[src/rtl/pc_fetch_ctrl_pkg.sv]
// pc_fetch_ctrl_pkg: shared types and constants for the fetch controller.
//   state_t   - fetch FSM states IDLE/RUN/WAIT/HALT
//   PC_W      - program counter width (16)
//   RESET_VEC - pc value on reset (16'h0000)
//   PC_INC    - sequential increment (16'h0002)
package pc_fetch_ctrl_pkg;
    localparam int PC_W = 16;
    localparam logic [PC_W-1:0] RESET_VEC = 16'h0000;
    localparam logic [PC_W-1:0] PC_INC = 16'h0002;
    typedef enum logic [1:0] {IDLE, RUN, WAIT, HALT} state_t;
endpackage

[src/rtl/pc_fetch_ctrl_adder.sv]
// pc_plus2_adder: sequential-successor adder, wraps modulo 2^16.
//   pc_i       - current pc
//   pc_plus2_o - pc_i + 2, carry out discarded
module pc_plus2_adder
    import pc_fetch_ctrl_pkg::*;
(
    input  logic [PC_W-1:0] pc_i,
    output logic [PC_W-1:0] pc_plus2_o
);
    assign pc_plus2_o = pc_i + PC_INC;
endmodule

[src/rtl/pc_fetch_ctrl.sv]
// pc_fetch_ctrl: instruction fetch PC controller (IDLE/RUN/WAIT/HALT FSM).
//   in : clk, rst (async active-high), stall, redirect, redirect_pc[15:0], halt, imem_ready
//   out: pc[15:0], pc_plus2[15:0], fetch_valid, halted, misalign_err
//   Optional macro PC_MISALIGN_CHK_EN: an odd redirect target halts fetch and
//   raises a sticky misalign_err; otherwise the target's bit 0 is cleared.
module pc_fetch_ctrl
    import pc_fetch_ctrl_pkg::*;
(
    input  logic            clk,
    input  logic            rst,
    input  logic            stall,
    input  logic            redirect,
    input  logic [PC_W-1:0] redirect_pc,
    input  logic            halt,
    input  logic            imem_ready,
    output logic [PC_W-1:0] pc,
    output logic [PC_W-1:0] pc_plus2,
    output logic            fetch_valid,
    output logic            halted,
    output logic            misalign_err
);
    state_t state_q, state_d;
    logic [PC_W-1:0] pc_q, pc_d;

    pc_plus2_adder u_adder (.pc_i(pc_q), .pc_plus2_o(pc_plus2));

`ifdef PC_MISALIGN_CHK_EN
    logic mis_q, mis_d;
    always_ff @(posedge clk or posedge rst)
        if (rst) mis_q <= 1'b0;
        else     mis_q <= mis_d;
    assign misalign_err = mis_q;
`else
    assign misalign_err = 1'b0;
`endif

    always_ff @(posedge clk or posedge rst) begin
        if (rst) begin
            state_q <= IDLE;
            pc_q    <= RESET_VEC;
        end else begin
            state_q <= state_d;
            pc_q    <= pc_d;
        end
    end

    // Priority in RUN/WAIT: halt > redirect > stall > imem_ready.
    always_comb begin
        state_d = state_q;
        pc_d    = pc_q;
`ifdef PC_MISALIGN_CHK_EN
        mis_d   = mis_q;
`endif
        case (state_q)
            IDLE: state_d = RUN;
            RUN, WAIT: begin
                if (halt) begin
                    state_d = HALT;
                end else if (redirect) begin
                    state_d = RUN;
                    pc_d    = {redirect_pc[PC_W-1:1], 1'b0};
`ifdef PC_MISALIGN_CHK_EN
                    if (redirect_pc[0]) begin
                        state_d = HALT;
                        pc_d    = pc_q;
                        mis_d   = 1'b1;
                    end
`endif
                end else if (!stall) begin
                    state_d = imem_ready ? RUN : WAIT;
                    pc_d    = imem_ready ? pc_plus2 : pc_q;
                end
            end
            default: ;
        endcase
    end

    assign pc          = pc_q;
    assign fetch_valid = (state_q == RUN) || (state_q == WAIT);
    assign halted      = (state_q == HALT);
endmodule

[config.mk]
export PLATFORM = sky130hd
export DESIGN_NAME = pc_fetch_ctrl
export DESIGN_NICKNAME = d
export VERILOG_FILES = /design/src/rtl/pc_fetch_ctrl_pkg.sv /design/src/rtl/pc_fetch_ctrl_adder.sv /design/src/rtl/pc_fetch_ctrl.sv
export SDC_FILE = /design/constraint.sdc
export NUM_CORES = 1
export LEC_CHECK = 0
export CORE_ASPECT_RATIO = 1.25
export CORE_MARGIN = 5
export CORE_UTILIZATION = 25
export CTS_BUF_LIST = sky130_fd_sc_hd__clkbuf_16
export CTS_CLUSTER_DIAMETER = 50
export CTS_CLUSTER_SIZE = 40
export DETAILED_ROUTE_END_ITERATION = 16
export DONT_BUFFER_PORTS = 1
export PLACE_DENSITY = 0.49
export RECOVER_POWER = 25
export SLEW_MARGIN = 20
export SYNTH_ARGS = -nofsm -noshare
export SYNTH_HDL_FRONTEND = slang
export SYNTH_SLANG_ARGS = --single-unit
[constraint.sdc]
create_clock -name clk -period 3 [get_ports clk]
set_clock_uncertainty 0.2 [all_clocks]
set_input_delay 0.75 -clock clk [delete_from_list [all_inputs] [get_ports clk]]
set_output_delay 0.75 -clock clk [all_outputs]
set_load 0.1 [all_outputs]
==> results of run 1 <==
-- area by class of cell --
type	instances	area, um^2
clock inverter	1	3.75
tap	62	77.6
sequential	17	465
timing repair buffer	33	335
multi-input combinational	115	1000
clock buffer	3	75.1
inverter	8	30.0
fill	513	3020
-- registers in the layout, indices dropped and copies added (netlist names) --
signal   count
pc          15
state_q      2
-- worst max-delay path, stage by stage (launching register included) --
cell     delay [ps]
dfrtp_4         450
ha_4            190
nand4_4         220
nor4_4          330
buf_4           190
xor2_4          180
buf_12          190
-- placed cells by master, fill, tap and decap left out, types with 6 or more instances in the layout --
cell type	Yosys	layout
o21ai_1	7	7
buf_12	0	7
nand2_1	8	8
inv_1	8	9
nor2_1	15	14
a21oi_1	6	6
dfrtp_4	0	9
buf_4	4	26
-- timing repair --
action                                  CTS  global route
pin swaps                                 0             1
endpoints found under the setup margin    1             3
gates resized for setup                   1             1
endpoints found under the hold margin     0             0
setup buffers                             0             1
-- path summary, 6_finish.rpt --
| kind | from | endpoint | slack (ps) | depth (start not counted) |
|---|---|---|---|---|
| max in group asynchronous | rst | pc[7] | 1740 | 1 |
| worst min register to register | pc[9] | pc[9] | 390 | 1 |
| min in group clk | pc[9] | pc[9] | 390 | 1 |
| worst max-delay path | pc[1] | pc_plus2[13] | 50 | 6 |
| worst min-delay path | rst | pc[9] | 320 | 1 |
| worst max register to register | state_q[1] | pc[14] | 980 | 5 |
-- per-layer routing --
layer | up-vias | wire length [um] | share of wire (%) | track usage (%)
met5 | - | 0 | 0 | 0
met4 | 0 | 15 | 0.38 | 3.95
met3 | 2 | 238 | 6.0 | 4.12
met2 | 23 | 2190 | 55 | 22.7
met1 | 590 | 1520 | 38 | 14.4
li1 | 584 | - | - | -
-- kinds of logic after synthesis --
logic type / Yosys count / synth area share (%)
and+or+nand+nor: 49 / 22.4
AOI/OAI and AO/OA: 46 / 24.4
buffers and inverters: 18 / 6.52
DFF: 17 / 33.6
xor gates and xnor gates: 12 / 8.29
adders and majority gates: 3 / 2.96
muxes: 2 / 1.58
other: 1 / 0.296
-- per-stage QoR --
stage                     TNS [ps]  cells  cell area [um^2]  util (%)
after floorplan              -76.2    150              1540         -
after global placement           0    234              1890      37.7
after detailed placement         0    234              1890      37.7
after CTS                        0    238              1970      39.4
after global routing         -16.2    239              1990      39.7
final                            0    239              1990      39.7
==> reports/metrics.csv, run 1 <==
stage,metric,value,unit
clock_tree,"Clk Latency, worst-skew pair",250,ps
synthesis,synth top area cells,"dfrtp_1 (34%), xnor2_1 (4.8%), nor2_1 (4.4%)",
global_routing,initial antenna violation count,0,
detailed_routing,DR WL/cell,16.6,um
timing,fin crit period,2950,ps
synthesis,Synth top area share,33.6,%
synthesis,Syn Area/Cell,8.56,um^2
floorplan,Std-Cell Rows,29,
worst_setup_path,Worst EP arrival,2000,ps
clock_tree,Inserted Clock Buffers,3,
clock_tree,CTS tree,built,
placement,Setup WS pre-CTS,245,ps
synthesis,Post-synth top cells,"dfrtp_1 (17), nor2_1 (15), inv_1 (8), nand2_1 (8)",
synthesis,Yosys Warn Count,0,
placement,HPWL Detailed,3100,um
cells_and_area,ANT cells,0,
synthesis,Synth area leader,dfrtp_1,
worst_setup_path,Critical Path Start Type,register,
worst_setup_path,CP Data Required Time,2050,ps
worst_setup_path,critical path endpoint category,output pin,
clock_tree,Hold Buf Count CTS,0,
min_path,HP Class,input port to async pin,
timing,Fin Hold WS,316,ps
timing,Worst Tran Pin Value,740,ps
run_status,status,finished clean,
timing,Worst slew margin,50.6,%
synthesis,Post-Synthesis Cells,148,
detailed_routing,final WL,3970,um
synthesis,Syn Std Cell Area,1270,um^2
clock_tree,CTS Sinks,17,
cells_and_area,ratio of cells with drive above 1 in the final layout,42.9,%
placement,number of port buffers,0,
synthesis,most frequent cell after synthesis,dfrtp_1,
synthesis,prevailing post-synth register cell,dfrtp_1,
floorplan,die area,6600,um^2
global_routing,vias in the first global route,1261,
detailed_routing,post-route ant nets,0,
detailed_routing,via/cell ratio,5.02,
detailed_routing,router iterations before antenna repair,4,
cells_and_area,nets@finish,203,
timing,Final Max Slew Viols,0,
floorplan,IO Pins,57,
worst_setup_path,Crit Path Class,register to output pin,
floorplan,chip height,89.6,um
global_routing,largest net degree at the start of global routing,32,
global_routing,GRT Util Overall,12.7,%
placement,RD Place Congestion,0.762,
synthesis,library cells used by synthesis,43,
timing,fmax,0.339,GHz
floorplan,Die Wd,73.7,um
floorplan,initial core utilization,25.3,%
detailed_routing,initial DRC count,67,
synthesis,fraction of registers with async set/reset,100,%
clock_tree,clk buf depth,2,
timing,slack of the critical path,53.4,ps
worst_setup_path,CP max FO,7,
clock_tree,CTS H-tree depth,1,
job,Maximum Capacitance Violations,0,
timing,Final Setup Violations,0,
clock_tree,Clock transition at path regs,60,ps
synthesis,"EDFF count, synth",0,
global_routing,grt ovf,0,
floorplan,CORE AREA,5010,um^2
synthesis,#FFs+latches synth,17,
detailed_routing,detailed-route via count,1199,
cells_and_area,area delta synth->final,56.8,%
global_routing,global-route wire length before repair,6440,um
synthesis,sequential area share after synthesis,33.6,%
timing,final hold violation count,0,
detailed_routing,DRC viols,0,
clock_tree,Root Buffer,clkbuf_16,
timing,final period utilization,98.2,%
Power of run 1 is not shown: default switching activity piles up to over one toggle a cycle in this logic, so the estimate is an artifact.
==> run 2, diff against run 1 <==
--- a/config.mk
+++ b/config.mk
@@ -13,9 +13,11 @@
 export CTS_CLUSTER_SIZE = 40
 export DETAILED_ROUTE_END_ITERATION = 16
 export DONT_BUFFER_PORTS = 1
-export PLACE_DENSITY = 0.49
+export PLACE_DENSITY = 0.42
 export RECOVER_POWER = 25
+export SETUP_SLACK_MARGIN = 0.4
 export SLEW_MARGIN = 20
 export SYNTH_ARGS = -nofsm -noshare
 export SYNTH_HDL_FRONTEND = slang
 export SYNTH_SLANG_ARGS = --single-unit
+export TNS_END_PERCENT = 30
==> reports/metrics.csv, run 2 (synthesis results as in run 1) <==
stage,metric,value,unit,change
cells_and_area,"commonest non-fill, non-tap cell in the layout",buf_4,,
detailed_routing,detailed-route via count,1249,,+4.2%
worst_setup_path,Critical Path Start Type,register,,
clock_tree,clk buf depth,2,,unchanged
timing,final period utilization,91.0,%,-7.2 points
detailed_routing,router iterations before antenna repair,4,,unchanged
min_path,HP Class,input port to async pin,,
worst_setup_path,Slowest cell on crit path,dfrtp_4,,
cells_and_area,ratio of cells with drive above 1 in the final layout,47.0,%,+4.1 points
timing,RSZ-0062 raised after global routing,true,,
floorplan,chip height,89.6,um,unchanged
timing,slack of the critical path,270,ps,+217 ps
cells_and_area,nets@finish,211,,+3.9%
detailed_routing,via/cell ratio,5.06,,+0.80%
floorplan,die area,6600,um^2,unchanged
timing,Worst slew margin,51.8,%,+1.2 points
detailed_routing,DRC viols,0,,unchanged
worst_setup_path,Crit Path Class,register to output pin,,
cells_and_area,number of fill cells,501,,-2.3%
timing,fin crit period,2730,ps,-217 ps
global_routing,largest net degree at the start of global routing,32,,unchanged
timing,fmax,0.366,GHz,+7.9%
global_routing,vias in the first global route,1354,,+7.4%
clock_tree,Clock transition at path regs,60,ps,about the same
floorplan,CORE AREA,5010,um^2,unchanged
clock_tree,CTS Sinks,17,,unchanged
clock_tree,CTS H-tree depth,1,,unchanged
floorplan,initial core utilization,25.3,%,unchanged
worst_setup_path,crit path cell chain,"ha_4, nand4_4, o21a_1, or2_2, buf_12",,
floorplan,Die Wd,73.7,um,unchanged
cells_and_area,register area,465,um^2,unchanged
placement,HPWL Detailed,3170,um,+2.3%
global_routing,grt ovf,0,,unchanged
timing,Final Max Slew Viols,0,,unchanged
global_routing,GRT Util Overall,13.0,%,+0.31 points
detailed_routing,initial DRC count,76,,+13%
worst_setup_path,CP max FO,7,,unchanged
run_status,status,finished clean,,
clock_tree,"Clk Latency, worst-skew pair",250,ps,about the same
cells_and_area,area of the multi-input gates,1020,um^2,+1.9%
detailed_routing,final WL,4140,um,+4.5%
floorplan,IO Pins,57,,unchanged
cells_and_area,ANT cells,0,,unchanged
worst_setup_path,CP Data Required Time,2050,ps,about the same
detailed_routing,post-route ant nets,0,,unchanged
worst_setup_path,Worst EP arrival,1780,ps,-220 ps
clock_tree,Inserted Clock Buffers,3,,unchanged
floorplan,Std-Cell Rows,29,,unchanged
worst_setup_path,Critical Path Max Stage Delay,450,ps,about the same
cells_and_area,area delta synth->final,63.1,%,
clock_tree,CTS tree,built,,
timing,Worst Tran Pin Value,722,ps,-17.9 ps
cells_and_area,max reg flops,15,,unchanged
cells_and_area,most frequent cells in the layout,"buf_4 (34), nor2_1 (14), dfrtp_4 (9)",,
global_routing,global-route wire length before repair,6780,um,+5.3%
global_routing,initial antenna violation count,0,,unchanged
timing,final hold violation count,0,,unchanged
placement,RD Place Congestion,0.771,,+1.1%
timing,Final Setup Violations,0,,unchanged
worst_setup_path,critical path endpoint category,output pin,,
placement,number of port buffers,0,,unchanged
clock_tree,Root Buffer,clkbuf_16,,
clock_tree,Hold Buf Count CTS,0,,unchanged
job,Maximum Capacitance Violations,0,,unchanged
detailed_routing,DR WL/cell,16.8,um,+1.1%
placement,Setup WS pre-CTS,247,ps,+1.48 ps
==> run 2: cell types whose count changed in the layout (fill, tap and decap cells not counted) <==
cell      change
nand2_2       +1
inv_1         -2
inv_2         +1
nand2_1       -1
nand3_2       -1
buf_4         +8
nor4_4        +1
clkinv_2      +1
nand3_4       +1
nor4_2        -1
==> run 2: worst max-delay path, delay by kind of cell, from the launching register on <==
kind                     cells  cell delay [ps]
AO/OA/AOI/OAI                1              250
adder cells (fa/ha/maj)      1              150
buffers and inverters        1              170
flip-flops                   1              450
AND/OR/NAND/NOR              2              500
==> run 2: layout make-up <==
cell class	instances	area share, %
clock buffers	3	3.63
flip-flops and latches	17	22.5
well taps	62	3.75
multi-input cells	115	49.3
inverters	8	1.45
repair buffers	41	19.1
clock inverters	1	0.242
==> run 2: what timing repair did <==
item                       4_1_cts  5_1_grt
gates resized for setup          4        1
setup buffers                    3        6
gates cloned                     0        0
setup endpoints to repair        9       10
pin swaps                        3        4
==> run 2: worst paths after layout <==
check,startpoint,endpoint,slack [ps],cells past startpoint
min in group clk,state_q[1],state_q[1],350,2
max in group asynchronous,rst,pc[9],1760,1
worst max register to register,state_q[0],pc[14],970,5
worst min-delay path,rst,pc[7],310,1
worst min register to register,state_q[1],state_q[1],350,2
worst max-delay path,pc[2],pc_plus2[7],270,5
==> run 2: through the flow <==
| stage | hold WS [ps] | area [um^2] | utilization, % | instances | setup TNS [ps] |
|---|---|---|---|---|---|
| detailed placement | 340 | 1890 | 37.8 | 234 | 0 |
| CTS | 346 | 2020 | 40.4 | 241 | 0 |
| floorplan | 295 | 1540 | - | 150 | -76.2 |
| finish | 310 | 2070 | 41.3 | 247 | 0 |
| global placement | 311 | 1890 | 37.8 | 234 | 0 |
| global route | 371 | 2070 | 41.3 | 247 | 0 |
==> run 2: per-layer routing <==
metal  GRT usage [%]  vias to the layer above  share of wire (%)
met4            2.64                        0               0.51
met2            24.8                       37                 56
met5               0                        -                  0
met3            3.12                        2                7.4
met1            14.6                      611                 36
li1                -                      599                  -
Power of run 2 is left out for the same reason.
